**src/rtl/pulse_stretch_pkg.sv**
```systemverilog
// Shared types and board-level defaults for the LED pulse stretcher.
package pulse_stretch_pkg;

   typedef enum logic [1:0] {
      ST_IDLE = 2'd0,
      ST_ON   = 2'd1,
      ST_OFF  = 2'd2
   } state_t;

   // Defaults used by the board top; visible blinks at the demo clock rate.
   localparam int unsigned DEF_ON_CYCLES  = 8;
   localparam int unsigned DEF_OFF_CYCLES = 4;
   localparam int unsigned DEF_CNT_W      = 8;
   localparam int unsigned DEF_PEND_W     = 3;

endpackage : pulse_stretch_pkg

```
**src/rtl/pulse_stretch_edge_detect.sv**
```systemverilog
// Rising-edge detector: one history flop; a held-high level yields a single rise.
module pulse_stretch_edge_detect (
   input  logic clk,
   input  logic rst_n,
   input  logic ev_in,
   output logic rise
);

   logic ev_d;

   // NOTE: sequential state uses non-blocking assignment so every flop samples pre-edge values.
   always_ff @(posedge clk or negedge rst_n) begin
      if (!rst_n) ev_d <= 1'b0;
      else        ev_d <= ev_in;
   end

   assign rise = ev_in & ~ev_d;

endmodule : pulse_stretch_edge_detect

```
**src/rtl/pulse_stretch.sv**
```systemverilog
// Stretches input rising edges into ON_CYCLES-high / OFF_CYCLES-low LED blinks,
// queuing events that arrive mid-blink in a saturating pending counter.
module pulse_stretch
   import pulse_stretch_pkg::*;
#(
   parameter int unsigned ON_CYCLES  = DEF_ON_CYCLES,
   parameter int unsigned OFF_CYCLES = DEF_OFF_CYCLES,
   parameter int unsigned CNT_W      = DEF_CNT_W,
   parameter int unsigned PEND_W     = DEF_PEND_W
) (
   input  logic              clk,
   input  logic              rst_n,
   input  logic              ev_in,
   input  logic              clr_ovf,
   output logic              led_out,
   output logic              busy,
   output logic [PEND_W-1:0] pend_cnt,
   output logic              overflow
);

   localparam logic [CNT_W-1:0]  ON_LOAD  = CNT_W'(ON_CYCLES - 1);
   localparam logic [CNT_W-1:0]  OFF_LOAD = CNT_W'(OFF_CYCLES - 1);
   localparam logic [PEND_W-1:0] PEND_MAX = '1;

   logic              rise;
   state_t            state, state_n;
   logic [CNT_W-1:0]  cnt, cnt_n;
   logic              led_n;
   logic              inc, dec, ovf_set, ovf_n;
   logic [PEND_W-1:0] pend_n;

   pulse_stretch_edge_detect u_edge (
      .clk   (clk),
      .rst_n (rst_n),
      .ev_in (ev_in),
      .rise  (rise)
   );

   // NOTE: every always_comb output gets a default first so no path can infer a latch.
   always_comb begin
      state_n = state;
      cnt_n   = cnt;
      led_n   = 1'b0;
      dec     = 1'b0;
      unique case (state)
         ST_IDLE: begin
            if (rise || (pend_cnt != '0)) begin
               state_n = ST_ON;
               cnt_n   = ON_LOAD;
               led_n   = 1'b1;
               dec     = !rise && (pend_cnt != '0);
            end
         end
         ST_ON: begin
            if (cnt == '0) begin
               state_n = ST_OFF;
               cnt_n   = OFF_LOAD;
            end else begin
               led_n = 1'b1;
               cnt_n = cnt - 1'b1;
            end
         end
         ST_OFF: begin
            if (cnt == '0) begin
               // A rise on the last gap cycle chains straight into the next blink;
               // its inc cancels this dec so the queue depth is unchanged.
               if (rise || (pend_cnt != '0)) begin
                  state_n = ST_ON;
                  cnt_n   = ON_LOAD;
                  led_n   = 1'b1;
                  dec     = 1'b1;
               end else begin
                  state_n = ST_IDLE;
               end
            end else begin
               cnt_n = cnt - 1'b1;
            end
         end
         default: state_n = ST_IDLE;
      endcase
   end

   always_comb begin
      inc     = rise && (state != ST_IDLE);
      pend_n  = pend_cnt;
      ovf_set = 1'b0;
      if (inc && !dec) begin
         if (pend_cnt == PEND_MAX) ovf_set = 1'b1;
         else                      pend_n  = pend_cnt + 1'b1;
      end else if (dec && !inc) begin
         pend_n = pend_cnt - 1'b1;
      end
      ovf_n = ovf_set | (overflow & ~clr_ovf);
   end

   always_ff @(posedge clk or negedge rst_n) begin
      if (!rst_n) begin
         state    <= ST_IDLE;
         cnt      <= '0;
         led_out  <= 1'b0;
         busy     <= 1'b0;
         pend_cnt <= '0;
         overflow <= 1'b0;
      end else begin
         state    <= state_n;
         cnt      <= cnt_n;
         led_out  <= led_n;
         busy     <= (state_n != ST_IDLE);
         pend_cnt <= pend_n;
         overflow <= ovf_n;
      end
   end

endmodule : pulse_stretch
```
**config.mk**
```make
export PLATFORM = sky130hd
export DESIGN_NAME = pulse_stretch
export DESIGN_NICKNAME = d
export VERILOG_FILES = /design/src/rtl/pulse_stretch_pkg.sv /design/src/rtl/pulse_stretch_edge_detect.sv /design/src/rtl/pulse_stretch.sv
export SDC_FILE = /design/constraint.sdc
export NUM_CORES = 1
export LEC_CHECK = 0
export ABC_AREA = 1
export CELL_PAD_IN_SITES_DETAIL_PLACEMENT = 1
export CELL_PAD_IN_SITES_GLOBAL_PLACEMENT = 1
export CORE_UTILIZATION = 38
export DETAILED_ROUTE_END_ITERATION = 8
export PLACE_DENSITY_LB_ADDON = 0.12
export SYNTH_ARGS = -nofsm -noshare
export SYNTH_HDL_FRONTEND = slang
export SYNTH_HIERARCHICAL = 1
export SYNTH_SLANG_ARGS = --single-unit
```
**constraint.sdc**
```tcl
create_clock -name clk -period 1.8 [get_ports clk]
set_clock_uncertainty 0.05 [all_clocks]
set_input_delay 0.18 -clock clk [delete_from_list [all_inputs] [get_ports clk]]
set_output_delay 0.18 -clock clk [all_outputs]
set_load 0.03 [all_outputs]
```
* Word level (Yosys, flattened, before mapping) *
Index checks and enable logic that the tools add are counted.
W data, S select, Z words.

word-level totals
  input bits = 4
  word-level logic and storage cells = 55
  flip-flop bits (word level) = 17
  output and inout bits = 6

operators by class
  add/subtract/negate cells = 3
  bitwise operators = 5
  reduce and logical (&&, ||, !) cells = 16
  multiplexer cells = 20
  equal/unequal tests = 4

operators with widths
  cell                   count
  $mux W8                3
  $pmux W8 S3            1
  $mux W3                3
  $logic_not A8 Y1       1
  $sub A8 B1 Y8 const B  1
  $mux W1                7
  $mux W2                3
  $pmux W2 S3            1
  $reduce_bool A2 Y1     3
  $reduce_bool A3 Y1     2
  $logic_and A1 B1 Y1    4
  $add A3 B1 Y3 const B  1
  $eq A3 B3 Y1 const B   1
  $logic_not A1 Y1       3
  $pmux W1 S3            1
  $sub A3 B1 Y3 const B  1
  $and A1 B1 Y1          2
  $eq A2 B1 Y1 const B   1
  $eq A2 B2 Y1 const B   1
  $logic_not A2 Y1       1
  $ne A2 B2 Y1 const B   1
  $not A1 Y1             2
  $pmux W1 S2            1
  $reduce_and A2 Y1      1
  2 further kinds        2

* Logic depth before layout (Yosys ltp) *
Gate-level depths: netlist (run 1).

  depth after elaboration = 10
  gate-level depth with buffers = 14
  mapped depth without buffers = 14

* Cells and area by module *
The synthesis (run 1) kept the hierarchy.

by module, submodules not included
  module                     cells each  area each (um2)  seq. area each (um2)  times used
  pulse_stretch              133         1077.3           400.4                 1
  pulse_stretch_edge_detect  3           35.0             25.0                  1

* Worst setup path before layout (run 1) *
No wires, ideal clock.

  path type = register to register
  start = register pend_cnt[0]
  end = register pend_cnt[2]
  arrival = 1.782 ns
  setup slack = -0.150 ns
  stages on the path, launching flop included = 12
  clock period less this slack = 1.950 ns
  buffers on the path = 0
  required time = 1.632 ns
  library setup time = 0.118 ns
  cells stage by stage = dfrtp_1 nor2_1 nand3_2 nand3_4 nand2_2 fa_1 inv_1 nand3_1 nand2_1 inv_1 nand3_1 nand2_1

between the ends
  longest elaborated chain between the ends = 9
  elaborated cells between the ends (all ways) = 19
  classes of those cells = add/sub: 2; eq/ne: 2; mux: 7; reduce/logical: 8

ends and longest elaborated chain
  what                                                          line                                                           text
  start, declared                                               pulse_stretch.sv:17                                            output logic [PEND_W-1:0] pend_cnt,
  start signal, assigned                                        pulse_stretch.sv:109                                           pend_cnt <= pend_n;
  $reduce_bool A3 Y1                                            pulse_stretch.sv:47, pulse_stretch.sv:51, pulse_stretch.sv:67
  $logic_or A1 B1 Y1                                            pulse_stretch.sv:47, pulse_stretch.sv:67
  $mux W1                                                       pulse_stretch.sv:67                                            if (rise || (pend_cnt != '0)) begin
  $mux W1                                                       pulse_stretch.sv:64                                            if (cnt == '0) begin
  $pmux W1 S2                                                   pulse_stretch.sv:45                                            unique case (state)
  $logic_not A1 Y1                                              pulse_stretch.sv:87                                            if (inc && !dec) begin
  $logic_and A1 B1 Y1                                           pulse_stretch.sv:87
  $ne A2 B2 Y1 (no line) or $reduce_bool A2 Y1 (tied branches)  n/a
  $reduce_and A2 Y1 (no line)                                   n/a

Several ways; a longest one is shown, not always the timed one. The select of a mux whose other input is x is not followed.
A chain may end at the register's enable or synchronous reset.

* Worst setup path in the final report (run 1) *
  start = register state[1]
  end = register pend_cnt[2]

between the ends
  longest elaborated chain between the ends = 6
  elaborated cells between the ends (all ways) = 13
  classes of those cells = eq/ne: 2; mux: 2; reduce/logical: 9

ends and longest elaborated chain
  what                                                          line                                      text
  start, declared                                               pulse_stretch.sv:26                       state_t state, state_n;
  start signal, assigned                                        pulse_stretch.sv:105                      state <= state_n;
  $eq A2 B2 Y1 (tied with other cells)                          pulse_stretch.sv:45
  $pmux W1 S2 or $logic_and A1 B1 Y1 (tied branches)            pulse_stretch.sv:45, pulse_stretch.sv:84
  $logic_not A1 Y1, on equally long branches                    pulse_stretch.sv:87, pulse_stretch.sv:90
  $logic_and A1 B1 Y1, on equally long branches                 pulse_stretch.sv:87, pulse_stretch.sv:90
  $ne A2 B2 Y1 (no line) or $reduce_bool A2 Y1 (tied branches)  n/a
  $reduce_and A2 Y1 (no line)                                   n/a

Several ways; a longest one is shown, not always the timed one.

==> flow_summary.ini, run 1 <==
[worst_setup_path]
worstPathRequired_ns = 1.95
end_kind = flop
crit_type = reg2reg
start_kind = flop
cp_max_fo = 4
r2r_setup_slack_ns = -0.004
critPathLaunch = state[1]$_DFF_PN0_
regToRegEndpoint = pend_cnt[2]$_DFFE_PN0P_
endpoint = pend_cnt[2]$_DFFE_PN0P_
cp.arrival_ns = 1.95
rr_startpoint = state[1]$_DFF_PN0_
reg2reg_depth = 11

[hold_path]
hp-class = in2async

[floorplan]
rows = 19
die_x_um = 56.1
die_y_um = 56.1
io_pins = 10
die_area_sq_um = 3150
start_util_pct = 40.3
core_area_sq_um = 2760

[detailed_routing]
drtPass1Iterations = 4
wl_um = 3190
vias_per_cell = 5.00
drtAntennaViolNets = 0
wl_per_cell_um = 15.4
route.detailed.drc = 0
vias = 1036
drtIter0Drc = 30

[global_routing]
grt_pass1_vias = 1125
antenna_found_initial = 0
grt_max_degree = 18
track_usage_pct = 20.8
grt_overflow = 0
grt_pass1_wl_um = 5100

[clock_network]
cts_num_sinks = 17
htree_levels = 1
cts_hold_buf = 0
clk_pin_slew_ns = 0.11
cts_root_buf = clkbuf_4
clockBufferDepth = 2
clock_latency_ns = 0.30
cts_made_buffers = 3
cts_tree = done

[yosys]
synth_compound_area_share_pct = 12.1
syn_area_per_cell_sq_um = 8.18
synthSimpleGateAreaFrac_pct = 29.1
synthCells = 136
synth_common_cells = inv_1 (24), nand2_1 (23), dfrtp_1 (17)
synth_top_area_cell = dfrtp_1
synth_top_family_by_area = simple AND/OR/NAND/NOR gates
netlist-cell-type-count = 29
synth_warnings = 6
syn_nets = 147
async_reset_ff_share_pct = 100
synth-edff-count = 0
yosysSeqAreaShare_pct = 38.2
synthXorXnorAreaFrac_pct = 3.15
synth_most_common_cell = inv_1
synth-adder-area-share_pct = 8.55
syn_area_sq_um = 1110
synth_flop_cell = dfrtp_1
synth_mux_area_share_pct = 0
synth-seq-cells = 17
synthDominantCellAreaShare_pct = 38.2
ys_top_cells_by_area = dfrtp_1 (38%), inv_1 (8.1%), nand2_1 (7.8%)

[final_layout]
final_layout_size_suffix_gt1_share_pct = 35.8
utilization_pct = 55.8
final_nets = 188
antenna_cells = 0
syn_to_final_growth_pct = 38.4

[placement]
pre_cts_ws_ns = -0.188
gp_congestion = 0.768
dp_hpwl_um = 2220
place.port_buffers = 9

[sta]
fin_crit_sh_pct = 100
drv_slew = 0
tightest_slew_ns = 0.338
finalCriticalPeriod_ns = 1.80
setup_ws_ns = -0.00442
final-hold-violation-count = 0
finalSetupViolCount = 1
max_freq_ghz = 0.554
setup_tns_ns = -0.00442
max_slew_margin_pct = 77.3
rsz0062_at_grt = true

[run_status]
status = complete, but fails checks
violations = negative setup slack

[power]
powerDensity_nw_per_um2 = 2110
total_power_mw = 3.24
ir_drop_v = 0.00131
power.leakage_nw = 0.762

[job]
max-cap-violations = 0
[power breakdown]
part           internal (mW)  switching (mW)
registers              0.556           0.144
clock network         0.0865           0.134
logic                  0.992            1.33
total                   1.63            1.60
[worst max-delay path, cell delays in order (launching register included)]
cell	delay (ns)
dfrtp_1	0.45
inv_2	0.09
ha_4	0.18
nor2_4	0.11
nand2_4	0.06
fa_2	0.35
inv_1	0.07
nand3_1	0.06
nand2_1	0.08
inv_2	0.06
nand3_2	0.07
nand2_1	0.06
[worst min-delay path by stage]
stage | start | to | depth (start not counted)
finish | rst_n | cnt[7]$_DFFE_PN0P_ | 2
global route | rst_n | cnt[7]$_DFFE_PN0P_ | 2
CTS | rst_n | overflow$_DFF_PN0_ | 2
detailed placement | pend_cnt[2]$_DFFE_PN0P_ | pend_cnt[2]$_DFFE_PN0P_ | 2
global placement | pend_cnt[2]$_DFFE_PN0P_ | pend_cnt[2]$_DFFE_PN0P_ | 2
floorplan | rst_n | busy$_DFF_PN0_ | 0
[layer usage]
layer  GRT usage [%]  up-vias  wire, um
li1                -      515         -
met5               0        -         0
met1            25.7      504      1350
met4            8.01        0        45
met3            2.33        5        55
met2            36.9       12      1730
[cell type report]
class / instances / area [sq um]
fill: 352 / 1220
multi-input combinational: 93 / 654
sequential: 17 / 429
timing repair buffer: 36 / 293
inverter: 26 / 97.6
tap: 31 / 38.8
clock buffer: 4 / 26.3
[kinds of logic (layout without fill, tap and decap cells)]
| family | count (synthesis) | in the layout |
|---|---|---|
| AO/OA/AOI/OAI | 23 | 23 |
| XOR/XNOR | 4 | 4 |
| AND/OR/NAND/NOR | 59 | 59 |
| buffers and inverters | 26 | 66 |
| adder cells (fa/ha/maj) | 7 | 7 |
| flip-flops | 17 | 17 |
[per-stage QoR]
step	instance area, sq um	cells	hold WS (ns)
4_1_cts	1450	201	0.162
2_1_floorplan	1130	136	-0.166
5_1_grt	1540	207	0.166
6_report	1540	207	0.145
3_3_place_gp	1380	192	0.441
3_5_place_dp	1380	192	0.466
[sequential cells by signal, indices dropped and copies added, names as in the netlist]
register / flops
cnt: 8
pend_cnt: 3
state: 2
busy: 1
led_out: 1
overflow: 1
u_edge/ev_d: 1
[cells in the final DEF, fill, tap and decap left out, types with 2 or more instances in the layout]
cell / n
nand3_2: 3
nand2_2: 3
ha_4: 2
o21ai_1: 9
clkdlybuf4s50_1: 9
nor3_1: 2
nand2_1: 23
inv_2: 8
a21oi_1: 4
nor2_2: 3
clkbuf_4: 3
xor2_1: 4
nand2_4: 3
inv_1: 18
nor2_4: 3
nand3_1: 8
ha_1: 3
o22ai_1: 2
buf_4: 27
dfrtp_1: 14
nor2_1: 6
o21ai_0: 2
dfrtp_2: 3
nand4_1: 2
[repair_timing]
| action | 4_1_cts | 5_1_grt |
|---|---|---|
| setup endpoints to repair | 1 | 7 |
| buffers inserted | 5 | 6 |
| pin swaps | 2 | 11 |
| gates resized for setup | 4 | 12 |
(Power assumes the default switching activity.)
==> run 2: changes to the inputs <==
--- a/config.mk
+++ b/config.mk
@@ -11,6 +11,7 @@
 export CORE_UTILIZATION = 38
 export DETAILED_ROUTE_END_ITERATION = 8
 export PLACE_DENSITY_LB_ADDON = 0.12
+export SLEW_MARGIN = 15
 export SYNTH_ARGS = -nofsm -noshare
 export SYNTH_HDL_FRONTEND = slang
 export SYNTH_HIERARCHICAL = 1
==> results of run 2 <==
The final DEF is identical to that of run 1; final timing and power are the same.
==> run 3: changes to the inputs <==
--- a/config.mk
+++ b/config.mk
@@ -10,7 +10,7 @@
 export CELL_PAD_IN_SITES_GLOBAL_PLACEMENT = 1
 export CORE_UTILIZATION = 38
 export DETAILED_ROUTE_END_ITERATION = 8
-export PLACE_DENSITY_LB_ADDON = 0.12
+export PLACE_DENSITY = 0.8
 export SLEW_MARGIN = 15
 export SYNTH_ARGS = -nofsm -noshare
 export SYNTH_HDL_FRONTEND = slang
==> flow_summary.ini, run 3 (synthesis gave the netlist of run 1 again) <==
[detailed_routing]
drtIter0Drc = 12
vias_per_cell = 5.15
wl_per_cell_um = 15.0
vias = 1045
wl_um = 3050
drtPass1Iterations = 4
route.detailed.drc = 0
drtAntennaViolNets = 0

[floorplan]
die_area_sq_um = 3150
die_x_um = 56.1
die_y_um = 56.1
start_util_pct = 40.3
io_pins = 10
rows = 19
core_area_sq_um = 2760

[clock_network]
cts_root_buf = clkbuf_4
clk_pin_slew_ns = 0.10
cts_num_sinks = 17
cts_made_buffers = 3
clockBufferDepth = 2
clock_latency_ns = 0.30
htree_levels = 1
cts_hold_buf = 0
cts_tree = done

[worst_setup_path]
cp_max_fo = 3
crit_type = reg2reg
cp.arrival_ns = 1.95
r2r_setup_slack_ns = 0.008
end_kind = flop
worstPathRequired_ns = 1.96
start_kind = flop

[final_layout]
regArea_sq_um = 429
syn_to_final_growth_pct = 35.9
largest-register = cnt
multi_input_area_sq_um = 657
utilization_pct = 54.8
antenna_cells = 0
final_nets = 184
largest_register_ffs = 8
mostFrequentLayoutCell = buf_4
most-common-layout-cells = buf_4 (23), nand2_1 (20), inv_1 (17)
stdcell_count = 203
top_regs = cnt x8, pend_cnt x3, state x2
fillers = 331
final_layout_size_suffix_gt1_share_pct = 36.6

[sta]
final-hold-violation-count = 0
fin_crit_sh_pct = 99.6
rsz0062_at_grt = true
max_freq_ghz = 0.558
drv_slew = 0
tightest_slew_ns = 0.398
finalSetupViolCount = 0
finalCriticalPeriod_ns = 1.79
holdWs_ns = 0.144
max_slew_margin_pct = 73.3

[power]
ir_drop_v = 0.00139
power.leakage_nw = 0.740
powerDensity_nw_per_um2 = 2110

[global_routing]
grt_pass1_vias = 1060
track_usage_pct = 19.5
grt_max_degree = 18
grt_pass1_wl_um = 4730
grt_overflow = 0
antenna_found_initial = 0

[placement]
dp_cells = 191
gp_congestion = 0.830
place.port_buffers = 9
dp_hpwl_um = 2080

[hold_path]
hp-class = in2async

[job]
max-cap-violations = 0

[run_status]
status = finished, final reports clean
-- run 3: changes by cell type in the layout (fill, tap and decap cells not counted), sizes merged --
cell,change
buf,-4
-- run 3: power by group --
group	total [mW]	internal, mW	leakage (nW)	switching (mW)
clock network	0.217	0.0866	0.0150	0.131
registers	0.703	0.557	0.209	0.146
logic	2.26	0.961	0.516	1.30
total	3.18	1.60	0.740	1.58
-- run 3: area by class of cell --
class / count / share of cell area (%)
clock buffer: 4 / 1.74
inverter: 26 / 6.46
multi-input combinational: 93 / 43.5
sequential: 17 / 28.4
tap: 31 / 2.57
timing repair buffer: 32 / 17.4
-- run 3: worst paths after layout --
| check | startpoint | end | depth (start not counted) |
|---|---|---|---|
| worst max-delay path | cnt[1]$_DFFE_PN0P_ | pend_cnt[2]$_DFFE_PN0P_ | 13 |
| worst min-delay path | rst_n | cnt[7]$_DFFE_PN0P_ | 2 |
| worst max register to register | cnt[1]$_DFFE_PN0P_ | pend_cnt[2]$_DFFE_PN0P_ | 13 |
| worst min register to register | cnt[5]$_DFFE_PN0P_ | cnt[5]$_DFFE_PN0P_ | 2 |
| max in group asynchronous | rst_n | pend_cnt[2]$_DFFE_PN0P_ | 2 |
| min in group clk | ev_in | u_edge/ev_d$_DFF_PN0_ | 1 |
-- run 3: worst max-delay path, stage by stage, from the launching register on --
cell     delay, ns
dfrtp_1       0.39
inv_2         0.06
ha_4          0.17
nand2_4       0.09
nor2_8        0.04
nand3_4       0.07
nand2_4       0.06
fa_2          0.41
nand2_2       0.08
nand2_2       0.05
inv_2         0.06
nand2_2       0.05
nand2_1       0.05
nand2_1       0.05
-- run 3: per-layer routing --
layer	routed length (um)	track usage [%]	share of wire, %
met3	95	5.12	3.1
met4	42	7.67	1.4
met5	0	0	0
met1	1260	22.9	41
met2	1650	33.7	54
-- run 3: per-stage QoR --
step	power, mW	cell area, sq um	worst slack, ns	TNS, ns
2_1_floorplan	1.99	1130	0.00323	0
3_3_place_gp	2.58	1370	-0.0721	-0.0721
3_5_place_dp	2.66	1370	-0.156	-0.200
4_1_cts	2.95	1410	0.00783	0
5_1_grt	3.46	1510	-0.124	-0.228
6_report	3.18	1510	0.00768	0
-- run 3: repair_timing --
item,4_1_cts,5_1_grt
gates cloned,0,0
buffers inserted,1,7
endpoints found under the setup margin,3,7
resized for setup,2,18
pin swaps,0,11
==> edit, RTL diff (config.mk and constraints of run 2) <==
The output `busy` loses its register stage (`busy` becomes a continuous assignment).
--- a/src/rtl/pulse_stretch.sv
+++ b/src/rtl/pulse_stretch.sv
@@ -98,17 +98,17 @@
          state    <= ST_IDLE;
          cnt      <= '0;
          led_out  <= 1'b0;
-         busy     <= 1'b0;
          pend_cnt <= '0;
          overflow <= 1'b0;
       end else begin
          state    <= state_n;
          cnt      <= cnt_n;
          led_out  <= led_n;
-         busy     <= (state_n != ST_IDLE);
          pend_cnt <= pend_n;
          overflow <= ovf_n;
       end
    end
 
+   assign busy = (state_n != ST_IDLE);
+
 endmodule : pulse_stretch
Formal check against the unedited RTL: not equivalent (Yosys sat finds a counterexample within 4 cycles, from zero or initial values and one cycle with rst_n low).
==> edit against run 2 <==
The run still ends with negative setup slack left; count of clock-buffer cells in the layout is the same; sequential cell count shrank 1; area after synthesis shrank 4.4%; global-route usage grew 5.4 points; setup slack lost 0.17 ns; wire length grew 20%; design area grew 6.3%; highest routed layer unchanged.
Power is left out: the tool's default activity adds up to more than one toggle a clock period on the data nets, which glitch-free logic cannot reach.
==> edit: results (changes against run 2) <==
RD Place Congestion = 0.761 (was 0.768)
crit path from = cnt[0] (was state[1])
DR WL/cell = 17.7 um (was 15.4 um)
Setup Viol. Count Final = 3 (was 1)
top cells by count, synth = nand2_1 (25), inv_1 (21), dfrtp_1 (16) (was inv_1 (24), nand2_1 (23), dfrtp_1 (17))
Seq area share = 24.8% (was 27.9%)
worst setup margin = -0.176 ns (was -0.00442 ns)
Multi-In Gates = 97 (was 93)
syn_nets = 145 (was 147)
pre-CTS WS = -0.187 ns (was -0.188 ns)
Reg2Reg Setup Slack = -0.05 ns (was -0.004 ns)
Non-clock inverters = 21 (was 26)
Worst Path Max Fanout = 5 (was 4)
fraction of area in multi-input gates = 43.0% (was 42.5%)
largest net degree at the start of global routing = 17 (was 18)
Iter 0 DRT Violations = 16 (was 30)
first-pass GRT wire length = 5290 um (was 5100 um)
ratio of cells with drive above 1 in the final layout = 48.1% (was 35.8%)
status = finished with violations (unchanged)
synthesis-stage register bit count = 16 (was 17)
Non-CTS buffers = 47 (was 36)
critical path arrival = 1.75 ns (was 1.95 ns)
number of global-route vias before repair = 1135 (was 1125)
failing checks = negative setup slack (unchanged)
Final clock-cell share = 1.61% (was 1.71%)
overall routing resource usage = 26.2% (was 20.8%)
Netlist cell types = 22 (was 29)
slowest stage delay, CP = 0.41 ns (was 0.45 ns)
DP HPWL = 2210 um (was 2220 um)
DR vias/cell = 5.43 (was 5.00)
syn avg cell area = 7.94 sq um (was 8.18 sq um)
Area Growth Syn to Fin = 53.9% (was 38.4%)
Synth area leaders = dfrtp_1 (38%), nand2_1 (8.8%), inv_1 (7.4%), ha_1 (7.1%), nand3_1 (5.6%) (was dfrtp_1 (38%), inv_1 (8.1%), nand2_1 (7.8%), ha_1 (6.7%), nand3_1 (4.0%))
[edit: cell types whose count changed after synthesis, moves of 3 or more]
cell | run 2 | this run
inv_1 | 24 | 21
nand2_2 | 4 | 7
nand3_1 | 9 | 12
nor2_1 | 9 | 14
o21ai_0 | 2 | 9
o21ai_1 | 9 | 0
[edit: stage by stage]
stage	instances	hold WS, ns
global route	215	0.160
global placement	194	0.429
finish	215	0.141
CTS	209	0.154
detailed placement	194	0.446
floorplan	134	-0.166
[edit: cells by family (layout without fill, tap and decap cells)]
family,count (synthesis),count (layout),share of synthesized area [%]
and+or+nand+nor,65,65,30.8
DFF,16,16,37.6
buffers and inverters,21,72,7.41
xor gates and xnor gates,5,5,4.82
AOI/OAI and AO/OA,20,20,10.4
adders and majority gates,7,7,8.94
[edit: routing by layer]
metal	up-vias	part of all wire [%]	wire, um	track usage [%]
li1	527	-	-	-
met3	20	3.4	131	5.19
met1	573	42	1590	29.1
met4	0	3.9	148	13.8
met2	47	51	1950	46.6
met5	-	0	0	0
